<file path="src/rtl/pipe_ctrl.sv">
// pipe_ctrl -- stall/flush sequencer for the 5-stage core.
//   Produces per-stage hold (stall_o) and bubble (pause_o) lines, tracks
//   multi-cycle data-memory waits with a timeout, defers EX redirects while
//   id_ex is held, and counts stalled cycles.
// Ports:
//   clk, rst            clock, async active-low reset
//   mem_req_i/ack_i     MEM-stage data access request / completion
//   stallreq_ex_i/id_i  EX busy / ID load-use
//   flush_req_i/pc_i    EX redirect pulse and target
//   cnt_clr_i           sync clear of stall_cnt_o
//   stall_o/pause_o     [0]PC [1]if_id [2]id_ex [3]ex_mem [4]mem_wb
//   flush_o/flush_pc_o  PC redirect this cycle
//   mem_abort_o/timeout_o  access abandoned after MEM_TIMEOUT cycles
//   stall_cnt_o         saturating count of cycles with any hold
module pipe_ctrl #(
  parameter int MEM_TIMEOUT = 16,
  parameter int CNT_W       = 16,
  parameter int PC_W        = 16
) (
  input  logic             clk,
  input  logic             rst,
  input  logic             mem_req_i,
  input  logic             mem_ack_i,
  input  logic             stallreq_ex_i,
  input  logic             stallreq_id_i,
  input  logic             flush_req_i,
  input  logic [PC_W-1:0]  flush_pc_i,
  input  logic             cnt_clr_i,
  output logic [4:0]       stall_o,
  output logic [4:0]       pause_o,
  output logic             flush_o,
  output logic [PC_W-1:0]  flush_pc_o,
  output logic             mem_abort_o,
  output logic             timeout_o,
  output logic [CNT_W-1:0] stall_cnt_o
);
  localparam int WCW = (MEM_TIMEOUT > 2) ? $clog2(MEM_TIMEOUT) : 1;

  typedef enum logic {RUN, MEM_WAIT} state_t;

  state_t           r_state;
  logic [WCW-1:0]   r_wait_cnt;
  logic             r_pend;
  logic [PC_W-1:0]  r_pend_pc;
  logic [CNT_W-1:0] r_stall_cnt;

  logic            w_timeout, w_mem, w_ex, w_id, w_hold, w_flush;
  logic [4:0]      w_stall, w_pause;
  logic [PC_W-1:0] w_fpc;

  always_comb begin
    w_timeout = (r_state == MEM_WAIT) & ~mem_ack_i &
                (r_wait_cnt == WCW'(MEM_TIMEOUT - 1));
    w_mem     = ~mem_ack_i & ((r_state == RUN) ? mem_req_i : ~w_timeout);
    w_ex      = ~w_mem & stallreq_ex_i;
    // id_ex held: a redirect cannot be taken yet
    w_hold    = w_mem | stallreq_ex_i;
    w_flush   = ~w_hold & (r_pend | flush_req_i);
    // a redirect discards the younger instructions, so load-use no longer matters
    w_id      = ~w_hold & ~w_flush & stallreq_id_i;
    w_fpc     = r_pend ? r_pend_pc : flush_pc_i;

    w_stall = 5'b00000;
    w_pause = 5'b00000;
    if (w_mem) begin
      w_stall = 5'b01111; w_pause = 5'b10000;
    end else if (w_ex) begin
      w_stall = 5'b00111; w_pause = 5'b01000;
    end else if (w_id) begin
      w_stall = 5'b00011; w_pause = 5'b00100;
    end
    // abandoned access: bubble the mem_wb slot instead of writing back
    if (w_timeout) w_pause[4]   = 1'b1;
    if (w_flush)   w_pause[2:1] = 2'b11;
  end

  // outputs forced quiet while reset is asserted
  assign stall_o     = rst ? w_stall : 5'b00000;
  assign pause_o     = rst ? w_pause : 5'b00000;
  assign flush_o     = rst & w_flush;
  assign flush_pc_o  = (rst & w_flush) ? w_fpc : '0;
  assign timeout_o   = rst & w_timeout;
  assign mem_abort_o = rst & w_timeout;
  assign stall_cnt_o = r_stall_cnt;

  always_ff @(posedge clk or negedge rst) begin
    if (!rst) begin
      r_state     <= RUN;
      r_wait_cnt  <= '0;
      r_pend      <= 1'b0;
      r_pend_pc   <= '0;
      r_stall_cnt <= '0;
    end else begin
      case (r_state)
        RUN: if (mem_req_i & ~mem_ack_i) begin
          r_state    <= MEM_WAIT;
          r_wait_cnt <= WCW'(1);
        end
        MEM_WAIT: if (mem_ack_i | w_timeout) begin
          r_state    <= RUN;
          r_wait_cnt <= '0;
        end else begin
          r_wait_cnt <= r_wait_cnt + WCW'(1);
        end
        default: r_state <= RUN;
      endcase

      // an issuing pend swallows a coincident request
      if (w_flush) r_pend <= 1'b0;
      else if (flush_req_i) begin
        r_pend    <= 1'b1;
        r_pend_pc <= flush_pc_i;
      end

      if (cnt_clr_i)                      r_stall_cnt <= '0;
      else if ((|w_stall) & ~&r_stall_cnt) r_stall_cnt <= r_stall_cnt + CNT_W'(1);
    end
  end
endmodule

</file>
<file path="config.mk">
export PLATFORM = sky130hd
export DESIGN_NAME = pipe_ctrl
export DESIGN_NICKNAME = d
export VERILOG_FILES = /design/src/rtl/pipe_ctrl.sv
export SDC_FILE = /design/constraint.sdc
export NUM_CORES = 1
export LEC_CHECK = 0
export CAP_MARGIN = 25
export CORE_ASPECT_RATIO = 1.2
export CORE_MARGIN = 3
export CORE_UTILIZATION = 50
export DETAILED_ROUTE_END_ITERATION = 10
export GPL_ROUTABILITY_DRIVEN = 0
export GPL_TIMING_DRIVEN = 0
export PLACE_DENSITY = 0.95
export SYNTH_ARGS = -nofsm -noshare
export SYNTH_HDL_FRONTEND = slang
export SYNTH_SLANG_ARGS = --single-unit
</file>
<file path="constraint.sdc">
create_clock -name clk -period 5.9 [get_ports clk]
set_clock_uncertainty 0.05 [all_clocks]
set_input_delay 1.18 -clock clk [delete_from_list [all_inputs] [get_ports clk]]
set_output_delay 1.18 -clock clk [all_outputs]
set_load 0.02 [all_outputs]
</file>
Yosys cells after proc, flatten, opt, wreduce, memory -nomap -nowiden
Cells that the tools add are included.
W data, S select, Z words.
- equal/unequal tests: 2
- bitwise operators: 20
- reductions and logical operators: 6
- mux-type cells: 23
- $add $sub $neg: 2
- operator list (cell ; number):
    $mux W16 ; 4
    $mux W5 ; 4
    $add A16 B1 Y16 const B ; 1
    $reduce_and A16 Y1 ; 1
    $mux W4 ; 3
    $and A1 B1 Y1 ; 11
    $pmux W4 S2 ; 1
    $mux W1 ; 6
    $mux W3 ; 2
    $not A1 Y1 ; 6
    $reduce_or A5 Y1 ; 1
    $add A4 B1 Y4 const B ; 1
    $eq A4 B4 Y1 const B ; 1
    $mux W2 ; 2
    $reduce_bool A2 Y1 ; 2
    $or A1 B1 Y1 ; 3
    $ne A2 B1 Y1 const B ; 1
    $pmux W1 S2 ; 1
    $reduce_and A2 Y1 ; 1
    $logic_not A1 Y1 ; 1
- register bits: 38
- word-level logic and storage cells: 58
- input port bits: 24
- output and inout bits: 45

Depth between registers and ports, before layout
- depth after elaboration: 19
- gate-level depth with buffers: 8
- depth with buffers taken out: 6

Worst setup path before layout
Ideal clock, no wire load.
- path kind: input to output
- from: in mem_req_i
- to: out pause_o[1]
- stages: 7
- slack: 2.173 ns
- arrival: 2.497 ns
- path buffers: 3
- data required time: 4.670 ns
- path through: o21ai_1 -> a21oi_2 -> or4_1 -> clkbuf_1 -> buf_2 -> inv_1 -> buf_4
- word-level cells in the longest chain between the ends: 8
- elaborated cells between the ends (all ways): 11
- those cells by class: 5 x mux; 6 x bitwise
- RTL lines (element ; line ; text):
    start: declaration ; 22 ; input logic mem_req_i,
    $mux W1 (*) ; 54 ; w_mem = ~mem_ack_i & ((r_state == RUN) ? mem_req_i : ~w_timeout);
    $and A1 B1 Y1 (*) ; 54 ;
    $not A1 Y1 ; 55 ; w_ex = ~w_mem & stallreq_ex_i;
    $and A1 B1 Y1 ; 55 ;
    $mux W4 ; 67 ; end else if (w_ex) begin
    $mux W5 ; 65 ; if (w_mem) begin
    $mux W2 (*) ; 74 ; if (w_flush) w_pause[2:1] = 2'b11;
    $mux W5 (*) ; 79 ; assign pause_o = rst ? w_pause : 5'b00000;
    end: declaration ; 30 ; output logic [4:0] pause_o,
Mark *: on every way between the ends. The rest lies on a longest branch, timed or not.

Final worst setup path
- from: in rst
- to: out pause_o[1]
- word-level cells in the longest chain between the ends: 1
- RTL lines (element ; line ; text):
    start: declaration ; 21 ; input logic rst,
    $mux W5 ; 79 ;
No other way between the ends.

==> impl_metrics.yaml <==
cts:
  cts_max_level: 2
  clock_sinks: 38
  root_buffer: "clkbuf_8"
  cts_tree: "done"
  postCtsSetupBuffers: 0
  cts_hold_buf: 0
  cts_buffer_depth: 2
  clock_latency_ns: 0.29
  cts-resized-gates: 0
  clk_pin_slew_ns: 0.07
  cts_made_buffers: 5
synthesis:
  synth_warnings: 0
  synth-main-ff-cell: "dfrtp_1"
  synth_top_area_frac: 0.437
  muxShareOfSynthArea: 0.180
  synth_xor_area_frac: 0.0402
  synth-seq-cells: 38
  synth_top_family_by_area: "simple AND/OR/NAND/NOR gates"
  synthDistinctLibCells: 48
  netlist_instances: 212
  seq_area_frac_synth: 0.437
  yosysTopAreaCell: "dfrtp_1"
  synth_area_leaders: "dfrtp_1 44%, mux2_2 8.8%, mux2i_1 7.4%"
  synthTopCellsByCount: "38 x dfrtp_1, 38 x nor2_1, 17 x mux2_2"
  synth-edff-count: 0
  syn_avg_cell_area_sq_um: 10.3
  synth_area_sq_um: 2180
  async_flop_share: 1.00
  synth_compound_area_frac: 0.0672
  synth-simple-area-share: 0.218
  synthAdderAreaFrac: 0.0115
final_layout:
  n_fill_cell: 293
  drive_gt1_frac: 0.167
  fin_nets: 312
  area_growth_pct: 37.6
  n_antenna_cell: 0
  area.sequential_sq_um: 951
  stdcell_area_sq_um: 3000
  multiInputGateArea_sq_um: 1130
grt:
  grt_pass1_vias: 1797
  met3_usage: 0.0544
  antenna_found_initial: 0
  use_met1: 0.236
  grt.overflow.total: 0
  top_usage_layer: "met2"
  use_met2: 0.354
  track_usage: 0.199
  grt_pass1_wl_um: 8140
  grt_max_degree: 42
sta:
  setup_viol: 0
  rsz0062_at_grt: "no"
  post-route-period-util: 0.866
  fin_hold_ws_ns: 0.457
  period_needed_ns: 5.11
  fin_ws_ns: 0.789
  final.setup.tns_ns: 0
  slew_headroom: 0.407
  fmax_mhz: 196
  maxSlewViolCount: 0
  finalHoldViolCount: 0
  worst_slew_pin_slew_ns: 0.890
route:
  drt_iter0_markers: 78
  postRouteAntennaNets: 0
  viasPerCell: 5.29
  drtPass1Iterations: 4
  wl_um: 4940
  drc: 0
  routedWlPerCell_um: 14.5
  routed-via-count: 1804
min_path:
  hold_path.class: "flop to flop"
pwr:
  pwr-share-clk: 0.296
  p_sw_w: 0.000170
  p_leak_nw: 1.30
  p_int_w: 0.000448
  p_sw_frac: 0.276
  p_comb_frac: 0.224
  seq_power_share: 0.480
  p_per_area_nw_per_um2: 206
  ir_drop_mv: 0.158
floorplan:
  initial_core_util: 0.535
  die_area_sq_um: 5190
  rows: 25
  die_h_um: 78.3
  core_sq_um: 4070
  die_w_um: 66.2
  pin_count: 69
placed_design:
  port_buffers: 66
  place.detailed.hpwl_um: 3700
  post-place-ws_ns: 0.743
  dpl-instance-area_sq_um: 2900
setup_path:
  crit_type: "input pin to primary output"
  cp-start-kind: "input pin"
  endpoint_kind: "primary output"
  cp_max_fo: 41
  critPathArrivalTime_ns: 3.88
  required_ns: 4.67
run:
  cap_viol_max_count: 0
outcome:
  outcome: "complete, no violations"
[worst paths after layout]
kind | startpoint | to | slack, ns | cells past startpoint
worst min-delay path | r_pend_pc[10] | r_pend_pc[10] | 0.46 | 1
max in group asynchronous | rst | r_wait_cnt[1] | 4.29 | 1
min in group asynchronous | rst | r_pend_pc[3] | 0.95 | 1
worst min register to register | r_pend_pc[10] | r_pend_pc[10] | 0.46 | 1
worst max register to register | stall_cnt_o[0] | stall_cnt_o[15] | 3.80 | 6
worst max-delay path | rst | pause_o[1] | 0.79 | 8
[power groups by stage]
| stage | clock [W] | sequential [W] | combinational [W] |
|---|---|---|---|
| after floorplan | 0 | 0.000301 | 0.0000804 |
| after global placement | 0 | 0.000299 | 0.000135 |
| after detailed placement | 0 | 0.000302 | 0.000139 |
| after CTS | 0.000187 | 0.000297 | 0.000140 |
| after global routing | 0.000196 | 0.000300 | 0.000151 |
| final | 0.000183 | 0.000297 | 0.000138 |
[stage by stage]
step	power, W	instances	util
finish	0.000618	341	0.737
global route	0.000648	341	0.737
CTS	0.000623	341	0.737
detailed placement	0.000441	333	0.714
global placement	0.000435	333	0.715
floorplan	0.000381	213	-
[flip-flops by register name, summed over array words and instances, names as in the netlist]
register / count
r_pend: 1
r_pend_pc: 16
r_state: 1
r_wait_cnt: 4
stall_cnt_o: 16
[worst max-delay path, stage by stage]
cell             delay, ns
buf_2                 0.67
inv_1                 0.23
or4_1                 0.57
clkbuf_1              0.21
buf_2                 0.22
inv_1                 0.09
buf_4                 0.10
clkdlybuf4s50_1       0.58
[metal layers]
layer	up-vias	wire (um)
met4	0	53
li1	882	-
met5	-	0
met3	6	324
met2	53	2520
met1	863	2040
[cell families after synthesis]
family / count (synthesis)
and+or+nand+nor: 88
xor gates and xnor gates: 10
adders and majority gates: 2
buffers and inverters: 19
muxes: 36
DFF: 38
other: 1
AOI/OAI and AO/OA: 18
[final cells by class]
| type | count | share of cell area |
|---|---|---|
| timing repair buffer | 66 | 0.219 |
| buffer | 14 | 0.0259 |
| inverter | 5 | 0.00627 |
| multi-input combinational | 156 | 0.378 |
| sequential | 38 | 0.317 |
| clock inverter | 1 | 0.00167 |
| tap | 54 | 0.0226 |
| clock buffer | 7 | 0.0288 |
[layout by cell type, fill, tap and decap left out, types with 2 or more instances in the layout]
cell             synthesis  final
a21oi_1                  3      3
xnor2_1                  7      7
clkbuf_1                 4      5
clkdlybuf4s50_1          0     65
buf_2                    5      6
clkbuf_8                 0      6
mux2i_1                 16     16
inv_1                    5      5
nor2b_1                  7      7
nor3_1                   4      4
o21ai_0                  2      2
xor2_1                   3      3
conb_1                   1      2
ha_1                     2      2
nand3_1                  8      8
nand4_1                  5      5
and4_1                   2      2
nor3b_1                  2      2
a22o_1                   2      2
nor2_1                  38     38
mux2_4                   2      2
buf_4                    5      5
mux2_2                  17     17
dfrtp_1                 38     38
nand2_1                  9      9
Power figures use the tool's default switching activity.
